[config.mk]
export PLATFORM = sky130hd
export DESIGN_NAME = lopd_norm_pipe_flat
export DESIGN_NICKNAME = d
export VERILOG_FILES = /design/src/rtl/lopd_norm_pipe_if.sv /design/src/rtl/lopd_norm_pipe.sv /design/src/flat_wrapper.sv
export SDC_FILE = /design/constraint.sdc
export NUM_CORES = 1
export LEC_CHECK = 0
export ABC_AREA = 0
export CAP_MARGIN = 25
export CORE_ASPECT_RATIO = 1.75
export CORE_MARGIN = 3
export CORE_UTILIZATION = 45
export CTS_CLUSTER_SIZE = 40
export DETAILED_ROUTE_END_ITERATION = 7
export DONT_BUFFER_PORTS = 1
export MAX_ROUTING_LAYER = met4
export PLACE_DENSITY = 0.7
export SKIP_LAST_GASP = 1
export SYNTH_ARGS = -nofsm -noshare
export SYNTH_HDL_FRONTEND = slang
export SYNTH_SLANG_ARGS = --single-unit
[constraint.sdc]
create_clock -name i_clk -period 3.85 [get_ports i_clk]
set_input_delay 0.5775 -clock i_clk [delete_from_list [all_inputs] [get_ports i_clk]]
set_output_delay 0.5775 -clock i_clk [all_outputs]
set_load 0.1 [all_outputs]
[src/rtl/lopd_norm_pipe_if.sv]
// Handshake and data bundle for lopd_norm_pipe.
//   master : upstream/downstream side (drives i_valid/i_data/i_tag/i_ready)
//   slave  : the detector (drives o_ready and the registered result)
// POS_W follows DATA_W and is not meant to be overridden.
interface lopd_norm_pipe_if #(
    parameter int DATA_W = 24,
    parameter int TAG_W  = 4
);
    localparam int POS_W = $clog2(DATA_W);

    logic              i_valid;
    logic              o_ready;
    logic [DATA_W-1:0] i_data;
    logic [TAG_W-1:0]  i_tag;
    logic              o_valid;
    logic              i_ready;
    logic [POS_W-1:0]  o_pos_one;
    logic [POS_W-1:0]  o_shift;
    logic [DATA_W-1:0] o_norm;
    logic              o_zero_flag;
    logic [TAG_W-1:0]  o_tag;

    modport master (
        output i_valid, i_data, i_tag, i_ready,
        input  o_ready, o_valid, o_pos_one, o_shift, o_norm, o_zero_flag, o_tag
    );

    modport slave (
        input  i_valid, i_data, i_tag, i_ready,
        output o_ready, o_valid, o_pos_one, o_shift, o_norm, o_zero_flag, o_tag
    );
endinterface

[src/rtl/lopd_norm_pipe.sv]
// Two-stage leading-one position detector with normalising left shift.
// S1 registers the operand, tag, and a per-byte LOPD position plus zero flag.
// S2 picks the highest non-zero byte, forms pos/shift/norm and registers them.
// Ports:
//   i_clk    clock, rising edge
//   i_rst_n  synchronous active-low reset
//   bus      slave side of lopd_norm_pipe_if (valid/ready in, result out)
module lopd_norm_pipe #(
    parameter int DATA_W = 24,
    parameter int TAG_W  = 4
) (
    input  logic            i_clk,
    input  logic            i_rst_n,
    lopd_norm_pipe_if.slave bus
);
    localparam int POS_W = $clog2(DATA_W);
    localparam int NG    = (DATA_W + 7) / 8;
    localparam int PAD_W = NG * 8;

    // S1 state
    logic                r_s1_valid;
    logic [DATA_W-1:0]   r_s1_data;
    logic [TAG_W-1:0]    r_s1_tag;
    logic [NG-1:0][2:0]  r_s1_gpos;
    logic [NG-1:0]       r_s1_gzero;

    // S2 (output) state
    logic                r_o_valid;
    logic [POS_W-1:0]    r_pos;
    logic [POS_W-1:0]    r_shift;
    logic [DATA_W-1:0]   r_norm;
    logic                r_zero;
    logic [TAG_W-1:0]    r_tag;

    logic [PAD_W-1:0]    w_pad;
    logic [NG-1:0][2:0]  w_gpos;
    logic [NG-1:0]       w_gzero;
    logic                w_s1_ready;
    logic                w_s2_ready;
    logic [POS_W-1:0]    w_pos;
    logic [POS_W-1:0]    w_shift;
    logic [DATA_W-1:0]   w_norm;
    logic                w_zero;

    // Zero pad on the MSB side so pad bits can never win the priority search.
    assign w_pad = PAD_W'(bus.i_data);

    // Per-byte priority encoders; the later (higher) bit overwrites lower ones.
    always_comb begin
        w_gpos  = '0;
        w_gzero = '0;
        for (int g = 0; g < NG; g++) begin
            w_gzero[g] = ~|w_pad[g*8 +: 8];
            for (int b = 0; b < 8; b++)
                if (w_pad[g*8+b]) w_gpos[g] = 3'(b);
        end
    end

    // Highest non-zero byte wins: pos = group_idx*8 + group_pos.
    always_comb begin
        w_pos = '0;
        for (int g = 0; g < NG; g++)
            if (!r_s1_gzero[g]) w_pos = POS_W'(g * 8 + int'(r_s1_gpos[g]));
        w_zero  = &r_s1_gzero;
        w_shift = w_zero ? '0 : POS_W'(DATA_W - 1) - w_pos;
        w_norm  = w_zero ? '0 : r_s1_data << w_shift;
    end

    // A stage loads when empty or when its contents leave this cycle.
    assign w_s2_ready = ~r_o_valid | bus.i_ready;
    assign w_s1_ready = ~r_s1_valid | w_s2_ready;

    always_ff @(posedge i_clk) begin
        if (!i_rst_n) begin
            r_s1_valid <= 1'b0;
            r_s1_data  <= '0;
            r_s1_tag   <= '0;
            r_s1_gpos  <= '0;
            r_s1_gzero <= '0;
            r_o_valid  <= 1'b0;
            r_pos      <= '0;
            r_shift    <= '0;
            r_norm     <= '0;
            r_zero     <= 1'b0;
            r_tag      <= '0;
        end else begin
            if (w_s1_ready) begin
                r_s1_valid <= bus.i_valid;
                if (bus.i_valid) begin
                    r_s1_data  <= bus.i_data;
                    r_s1_tag   <= bus.i_tag;
                    r_s1_gpos  <= w_gpos;
                    r_s1_gzero <= w_gzero;
                end
            end
            if (w_s2_ready) begin
                r_o_valid <= r_s1_valid;
                if (r_s1_valid) begin
                    r_pos   <= w_pos;
                    r_shift <= w_shift;
                    r_norm  <= w_norm;
                    r_zero  <= w_zero;
                    r_tag   <= r_s1_tag;
                end
            end
        end
    end

    assign bus.o_ready     = w_s1_ready;
    assign bus.o_valid     = r_o_valid;
    assign bus.o_pos_one   = r_pos;
    assign bus.o_shift     = r_shift;
    assign bus.o_norm      = r_norm;
    assign bus.o_zero_flag = r_zero;
    assign bus.o_tag       = r_tag;
endmodule

[src/flat_wrapper.sv]
// flat-port wrapper written by rule: the top's interface ports become plain ports
module lopd_norm_pipe_flat 
#(
    parameter int DATA_W = 24,
    parameter int TAG_W  = 4
)
  (i_clk, i_rst_n, bus_i_valid, bus_i_data, bus_i_tag, bus_i_ready, bus_o_ready, bus_o_valid, bus_o_pos_one, bus_o_shift, bus_o_norm, bus_o_zero_flag, bus_o_tag);
  lopd_norm_pipe_if #(.DATA_W(DATA_W), .TAG_W(TAG_W)) bus_i ();
  input  logic i_clk;
  input  logic i_rst_n;
  input wire logic [$bits(bus_i.i_valid)-1:0] bus_i_valid;
  input wire logic [$bits(bus_i.i_data)-1:0] bus_i_data;
  input wire logic [$bits(bus_i.i_tag)-1:0] bus_i_tag;
  input wire logic [$bits(bus_i.i_ready)-1:0] bus_i_ready;
  output wire logic [$bits(bus_i.o_ready)-1:0] bus_o_ready;
  output wire logic [$bits(bus_i.o_valid)-1:0] bus_o_valid;
  output wire logic [$bits(bus_i.o_pos_one)-1:0] bus_o_pos_one;
  output wire logic [$bits(bus_i.o_shift)-1:0] bus_o_shift;
  output wire logic [$bits(bus_i.o_norm)-1:0] bus_o_norm;
  output wire logic [$bits(bus_i.o_zero_flag)-1:0] bus_o_zero_flag;
  output wire logic [$bits(bus_i.o_tag)-1:0] bus_o_tag;
  assign bus_i.i_valid = bus_i_valid;
  assign bus_i.i_data = bus_i_data;
  assign bus_i.i_tag = bus_i_tag;
  assign bus_i.i_ready = bus_i_ready;
  assign bus_o_ready = bus_i.o_ready;
  assign bus_o_valid = bus_i.o_valid;
  assign bus_o_pos_one = bus_i.o_pos_one;
  assign bus_o_shift = bus_i.o_shift;
  assign bus_o_norm = bus_i.o_norm;
  assign bus_o_zero_flag = bus_i.o_zero_flag;
  assign bus_o_tag = bus_i.o_tag;
  lopd_norm_pipe #(.DATA_W(DATA_W), .TAG_W(TAG_W)) u_core (.i_clk(i_clk), .i_rst_n(i_rst_n), .bus(bus_i));
endmodule
==> results of run 1 <==
## sequential cells by signal (all words and copies together), names as in the netlist
name                    cells
u_core.bus.o_tag            4
u_core.bus.o_norm          24
u_core.r_s1_valid           1
u_core.r_s1_gpos            9
u_core.r_s1_data           24
u_core.bus.o_zero_flag      1
u_core.r_s1_tag             4
u_core.bus.o_valid          1
u_core.bus.o_shift          5
u_core.r_s1_gzero           3
u_core.bus.o_pos_one        5
## placed cells by master, fill, tap and decap left out, types with 3 or more instances in the layout
| cell | instances |
|---|---|
| a21o_1 | 3 |
| a22oi_1 | 12 |
| dfxtp_1 | 81 |
| nor2b_1 | 6 |
| o21a_1 | 4 |
| a32oi_1 | 6 |
| a221oi_1 | 4 |
| a31oi_1 | 3 |
| buf_4 | 11 |
| nor2_1 | 59 |
| mux2i_1 | 30 |
| inv_1 | 5 |
| o211ai_1 | 3 |
| o221ai_1 | 3 |
| a211oi_1 | 9 |
| o21ai_0 | 22 |
| nand4_1 | 6 |
| and2_1 | 3 |
| clkbuf_16 | 9 |
| o211a_1 | 4 |
| o22ai_1 | 6 |
| nor4_1 | 8 |
| nand2_1 | 111 |
| a21oi_1 | 66 |
| nand2b_1 | 5 |
| nand3_1 | 13 |
| o21bai_1 | 5 |
| mux2_2 | 6 |
| nor3_1 | 10 |
## per-stage QoR
step	hold WS (ps)	area (um2)	power [mW]	utilization [%]	setup WS (ps)
floorplan	432	4290	1.25	-	977
global placement	437	4370	1.33	47.7	764
detailed placement	447	4370	1.33	47.7	620
CTS	354	4640	2.12	50.7	597
global route	363	4640	2.19	50.7	365
finish	358	4640	2.11	50.7	514
## critical path, delay by kind of cell, from the launching register on
| family | cells | cell delay, ps |
|---|---|---|
| mux | 2 | 610 |
| flops | 1 | 770 |
| buf+inv | 1 | 390 |
| compound gates | 4 | 1430 |
## report_power, final
part / internal, mW / leakage [nW] / switching, mW
combinational: 0.103 / 0.922 / 0.189
clock: 0.454 / 0.129 / 0.336
sequential: 0.879 / 0.663 / 0.149
## layout make-up
| type | count | area (um2) | area share, % |
|---|---|---|---|
| timing repair buffer | 11 | 82.6 | 1.78 |
| clock buffer | 12 | 246 | 5.31 |
| clock inverter | 4 | 28.8 | 0.620 |
| tap | 120 | 150 | 3.23 |
| multi-input combinational | 435 | 2490 | 53.7 |
| sequential | 81 | 1620 | 34.9 |
| inverter | 6 | 22.5 | 0.485 |
## worst max-delay path by stage
stage,start,endpoint,cells after the start
2_1_floorplan,u_core.bus.o_valid$_SDFFE_PN0P_,u_core.r_s1_gpos[3]$_SDFFE_PN0P_,7
3_3_place_gp,u_core.r_s1_gzero[2]$_SDFFE_PN0P_,u_core.bus.o_norm[12]$_SDFFE_PN0P_,7
3_5_place_dp,u_core.r_s1_gzero[2]$_SDFFE_PN0P_,u_core.bus.o_norm[19]$_SDFFE_PN0P_,7
4_1_cts,u_core.r_s1_gzero[2]$_SDFFE_PN0P_,u_core.bus.o_norm[19]$_SDFFE_PN0P_,7
5_1_grt,u_core.r_s1_gzero[2]$_SDFFE_PN0P_,u_core.bus.o_norm[19]$_SDFFE_PN0P_,7
6_report,u_core.r_s1_gzero[2]$_SDFFE_PN0P_,u_core.bus.o_norm[19]$_SDFFE_PN0P_,7
## logic make-up after synthesis
group                  synth area share, %
AND/OR/NAND/NOR                       23.4
AO/OA/AOI/OAI                         24.7
flip-flops                            37.8
multiplexers                          9.98
buffers and inverters                 4.09
## per-layer routing
metal	up-vias	GRT usage (%)	part of all wire, %
met1	1917	27.8	37
li1	1983	-	-
met5	-	-	0
met4	0	15.3	5.6
met2	159	47.1	52
met3	45	5.46	5.5
==> results_dict.tcl, run 1 <==
set metrics [dict create \
    insertedDiodeCount 0 \
    design.core.area_um2 9150 \
    place_inst 653 \
    start_util_pct 46.9 \
    cts_setup_buffers 0 \
    yosysMostFrequentCell "nand2_1" \
    hold_buffers 0 \
    synth_nets 590 \
    clk_path_buf_depth 2 \
    drc_errors 0 \
    final_antenna_net_count 0 \
    clk_pin_slew_ps 60 \
    stdcell_count 669 \
    clock_skew_ps 6.18 \
    slew_headroom_pct 28.1 \
    pin_count 73 \
    htreeDepth 3 \
    worst-path-max-fanout 22 \
    r2r_start "u_core.r_s1_gzero[2]$_SDFFE_PN0P_" \
    antenna_found_initial 0 \
    tritoncts "built" \
    final_layout_size_suffix_gt1_share_pct 7.29 \
    crit_chain "o21ai_1 -> o21ai_2 -> buf_4 -> mux2i_1 -> mux2i_1 -> a221oi_1 -> a31oi_1" \
    worstSetupPathType "reg -> reg" \
    port_buffers 0 \
    cpPeakStageDelay_ps 770 \
    yosysTopAreaCell "dfxtp_1" \
    wl_per_cell_um 20.8 \
    min_period_over_period_pct 86.7 \
    gp_congestion 0.982 \
    avgSynthCellArea_um2 7.68 \
    synth_cells 558 \
    drtIter0Drc 315 \
    holdPathEnd "u_core.r_s1_valid$_SDFFE_PN0N_" \
    hold_depth 2 \
    dp_hpwl_um 10700 \
    synth-seq-cells 81 \
    cp-start-kind "flip-flop" \
    synth.yosys.seq_area_share_pct 37.8 \
    cts_root_buffer "clkbuf_16" \
    r2r_setup_slack_ps 510 \
    rsz0062_at_grt "no" \
    setup_viol 0 \
    yosysWarnings 0 \
    grt-ovfl-total 0 \
    rows 46 \
    status "finished, final reports clean" \
    track_usage_pct 27.0 \
    cts.repair.resized 0 \
    syn_area_um2 4290 \
    hold_path.class "in -> reg" \
    avgViaCountPerCell 6.13 \
    synth-edff-count 0 \
    holdCritStartpoint "bus_i_valid" \
    min_period_ps 3340 \
    fill_cells 936 \
    drt_wl_total_um 13900 \
    cp.required_ps 4060 \
    peakVddDrop_mv 0.232 \
    ys_types 52 \
    path_common_cell "mux2i_1" \
    rr_endpoint "u_core.bus.o_norm[19]$_SDFFE_PN0P_" \
    async_flop_share_pct 0 \
    maxSlewViolCount 0 \
    yosys-top-cells-area "dfxtp_1, nand2_1, a21oi_1" \
    die_w_um 79.8 \
    ff2ff_path_depth 7 \
    final-hold-violation-count 0 \
    cellLeakagePower_nw 1.71 \
    cts_sinks 81 \
    worstMarginPinSlew_ps 1080 \
    grt_first_pass_wirelength_um 21600 \
    drv_cap 0 \
    ys.flop_type "dfxtp_1" \
    dr.pass1.iters 5 \
    power-per-cell-area_nw_per_um2 455 \
    cp_data_arrival_time_ps 3550 \
    end_kind "flip-flop" \
    yosys.area.top_type_share_pct 37.8 \
    tns_ps 0 \
    ys_top_cells_by_count "nand2_1, dfxtp_1, a21oi_1" \
    dieArea_um2 10800 \
    grt_pass1_vias 3929 \
    numCtsBuffers 9 \
    nets 576 \
    area_delta_synth_final_pct 8.29 \
    grt_max_degree 53 \
    fp.dieH_um 135 \
    max_freq_mhz 300 \
    vias 4104 \
    insertion_delay_ps 340 \
    slowest_stage "dfxtp_1" \
]
Note: power is estimated with default switching activity, not from simulation.
==> run 2, diff against run 1 <==
ABC_CLOCK_PERIOD_IN_PS = 3850   (was not set)
CAP_MARGIN = not set   (was 25)
==> results of run 2 <==
No change in the layout: final DEF, timing and power equal those of run 1.
==> run 3, diff against run 2 <==
CORE_ASPECT_RATIO = not set   (was 1.75)
REMOVE_ABC_BUFFERS = 1   (was not set)
==> results_dict.tcl, run 3 (synthesis results as in run 1) <==
set metrics [dict create \
    min_period_over_period_pct 81.6 \
    grt_first_pass_wirelength_um 21900 \
    clk_pin_slew_ps 100 \
    drtIter0Drc 318 \
    cp_data_arrival_time_ps 3390 \
    r2r_setup_slack_ps 710 \
    drc_errors 2 \
    grt_pass1_vias 3943 \
    cts_setup_buffers 0 \
    dp_hpwl_um 10300 \
    antenna_found_initial 0 \
    hold_path.class "in -> reg" \
    hold_buffers 0 \
    start_util_pct 47.8 \
    clock_skew_ps 11.6 \
    dr.pass1.iters 8 \
    status "finished with violations" \
    cp.required_ps 4100 \
    final_cell_mix "nand2_1, dfxtp_1, a21oi_1, nor2_1, mux2i_1" \
    fin_util_pct 51.4 \
    cp-start-kind "flip-flop" \
    final-hold-violation-count 0 \
    insertedDiodeCount 0 \
    tritoncts "built" \
    setup_viol 0 \
    drv_cap 0 \
    grt-ovfl-total 0 \
    place_ws_ps 832 \
    drt_wl_total_um 13900 \
    rsz0062_at_grt "no" \
    cts.repair.resized 0 \
    clk_path_buf_depth 2 \
    cts_sinks 81 \
    cellLeakagePower_nw 1.71 \
    violations "DRC" \
    die_w_um 104 \
    slew_headroom_pct 29.0 \
    final_common_cell "nand2_1" \
    end_kind "flip-flop" \
    worst_slack_ps 709 \
    worstSetupPathType "reg -> reg" \
    min_period_ps 3140 \
    final_layout_size_suffix_gt1_share_pct 7.82 \
    dieArea_um2 10700 \
    seq_area_um2 1620 \
    tns_ps 0 \
    fin_hold_ws_ps 321 \
    avgViaCountPerCell 6.20 \
    final_antenna_net_count 0 \
    fill_cells 895 \
    wl_per_cell_um 20.5 \
    multi_input_area_um2 2490 \
    worst-path-max-fanout 24 \
    port_buffers 0 \
    fp.dieH_um 104 \
    design.core.area_um2 8980 \
    p_total_mw 2.06 \
    gp_congestion 1.04 \
    grt_max_degree 64 \
    track_usage_pct 26.3 \
    rows 34 \
    maxSlewViolCount 0 \
    nets 577 \
    peakVddDrop_mv 0.213 \
    cts_root_buffer "clkbuf_8" \
    numCtsBuffers 9 \
    vias 4190 \
    area_delta_synth_final_pct 7.62 \
    worstMarginPinSlew_ps 1060 \
    htreeDepth 3 \
    max_freq_mhz 318 \
    power-per-cell-area_nw_per_um2 447 \
    insertion_delay_ps 370 \
    pin_count 73 \
]
[run 3: changes by cell type in the layout (fill, tap and decap cells not counted), sizes merged]
cell,previous run,this run
buf,11,12
bufinv,0,2
clkbuf,12,9
clkinv,2,0
clkinvlp,2,1
inv,6,10
[run 3: worst max-delay path: stages, from the launching register on]
cell and delay (ps):
dfxtp_1 600, o21ai_1 240, o21ai_2 470, buf_4 430, mux2i_1 560, o221ai_1 320, a22oi_1 260, o21ai_0 120
[run 3: metrics by stage]
| stage | area (um2) | cells |
|---|---|---|
| after floorplan | 4140 | 522 |
| after global placement | 4380 | 660 |
| after detailed placement | 4380 | 660 |
| after CTS | 4610 | 676 |
| after global routing | 4610 | 676 |
| final | 4610 | 676 |
[run 3: worst paths after layout]
path / startpoint / endpoint / cells past startpoint
setup / recovery: u_core.r_s1_gzero[1]$_SDFFE_PN0P_ / u_core.bus.o_norm[12]$_SDFFE_PN0P_ / 7
hold / removal: bus_i_valid / u_core.r_s1_valid$_SDFFE_PN0N_ / 2
setup reg to reg: u_core.r_s1_gzero[1]$_SDFFE_PN0P_ / u_core.bus.o_norm[12]$_SDFFE_PN0P_ / 7
hold reg to reg: u_core.r_s1_tag[1]$_SDFFE_PN0P_ / u_core.bus.o_tag[1]$_SDFFE_PN0P_ / 2
[run 3: report_power, final]
| group | internal [mW] | switching, mW | total (mW) |
|---|---|---|---|
| logic | 0.103 | 0.192 | 0.295 |
| registers | 0.877 | 0.151 | 1.03 |
| clock network | 0.379 | 0.361 | 0.740 |
| total | 1.36 | 0.705 | 2.06 |
[run 3: metal layers]
metal	vias up	track usage, %	wire length [um]
met5	-	-	0
met4	0	9.31	389
met3	38	6.09	1150
met2	196	41.0	6440
met1	1981	33.7	5890
li1	1975	-	-
[run 3: layout make-up]
cell class                 instances  area share [%]
sequential                        81            35.1
tap                              126            3.42
clock buffer                       9            2.68
inverter                           6           0.488
timing repair buffer              12            1.95
clock inverter                     7            2.33
multi-input combinational        435            54.0
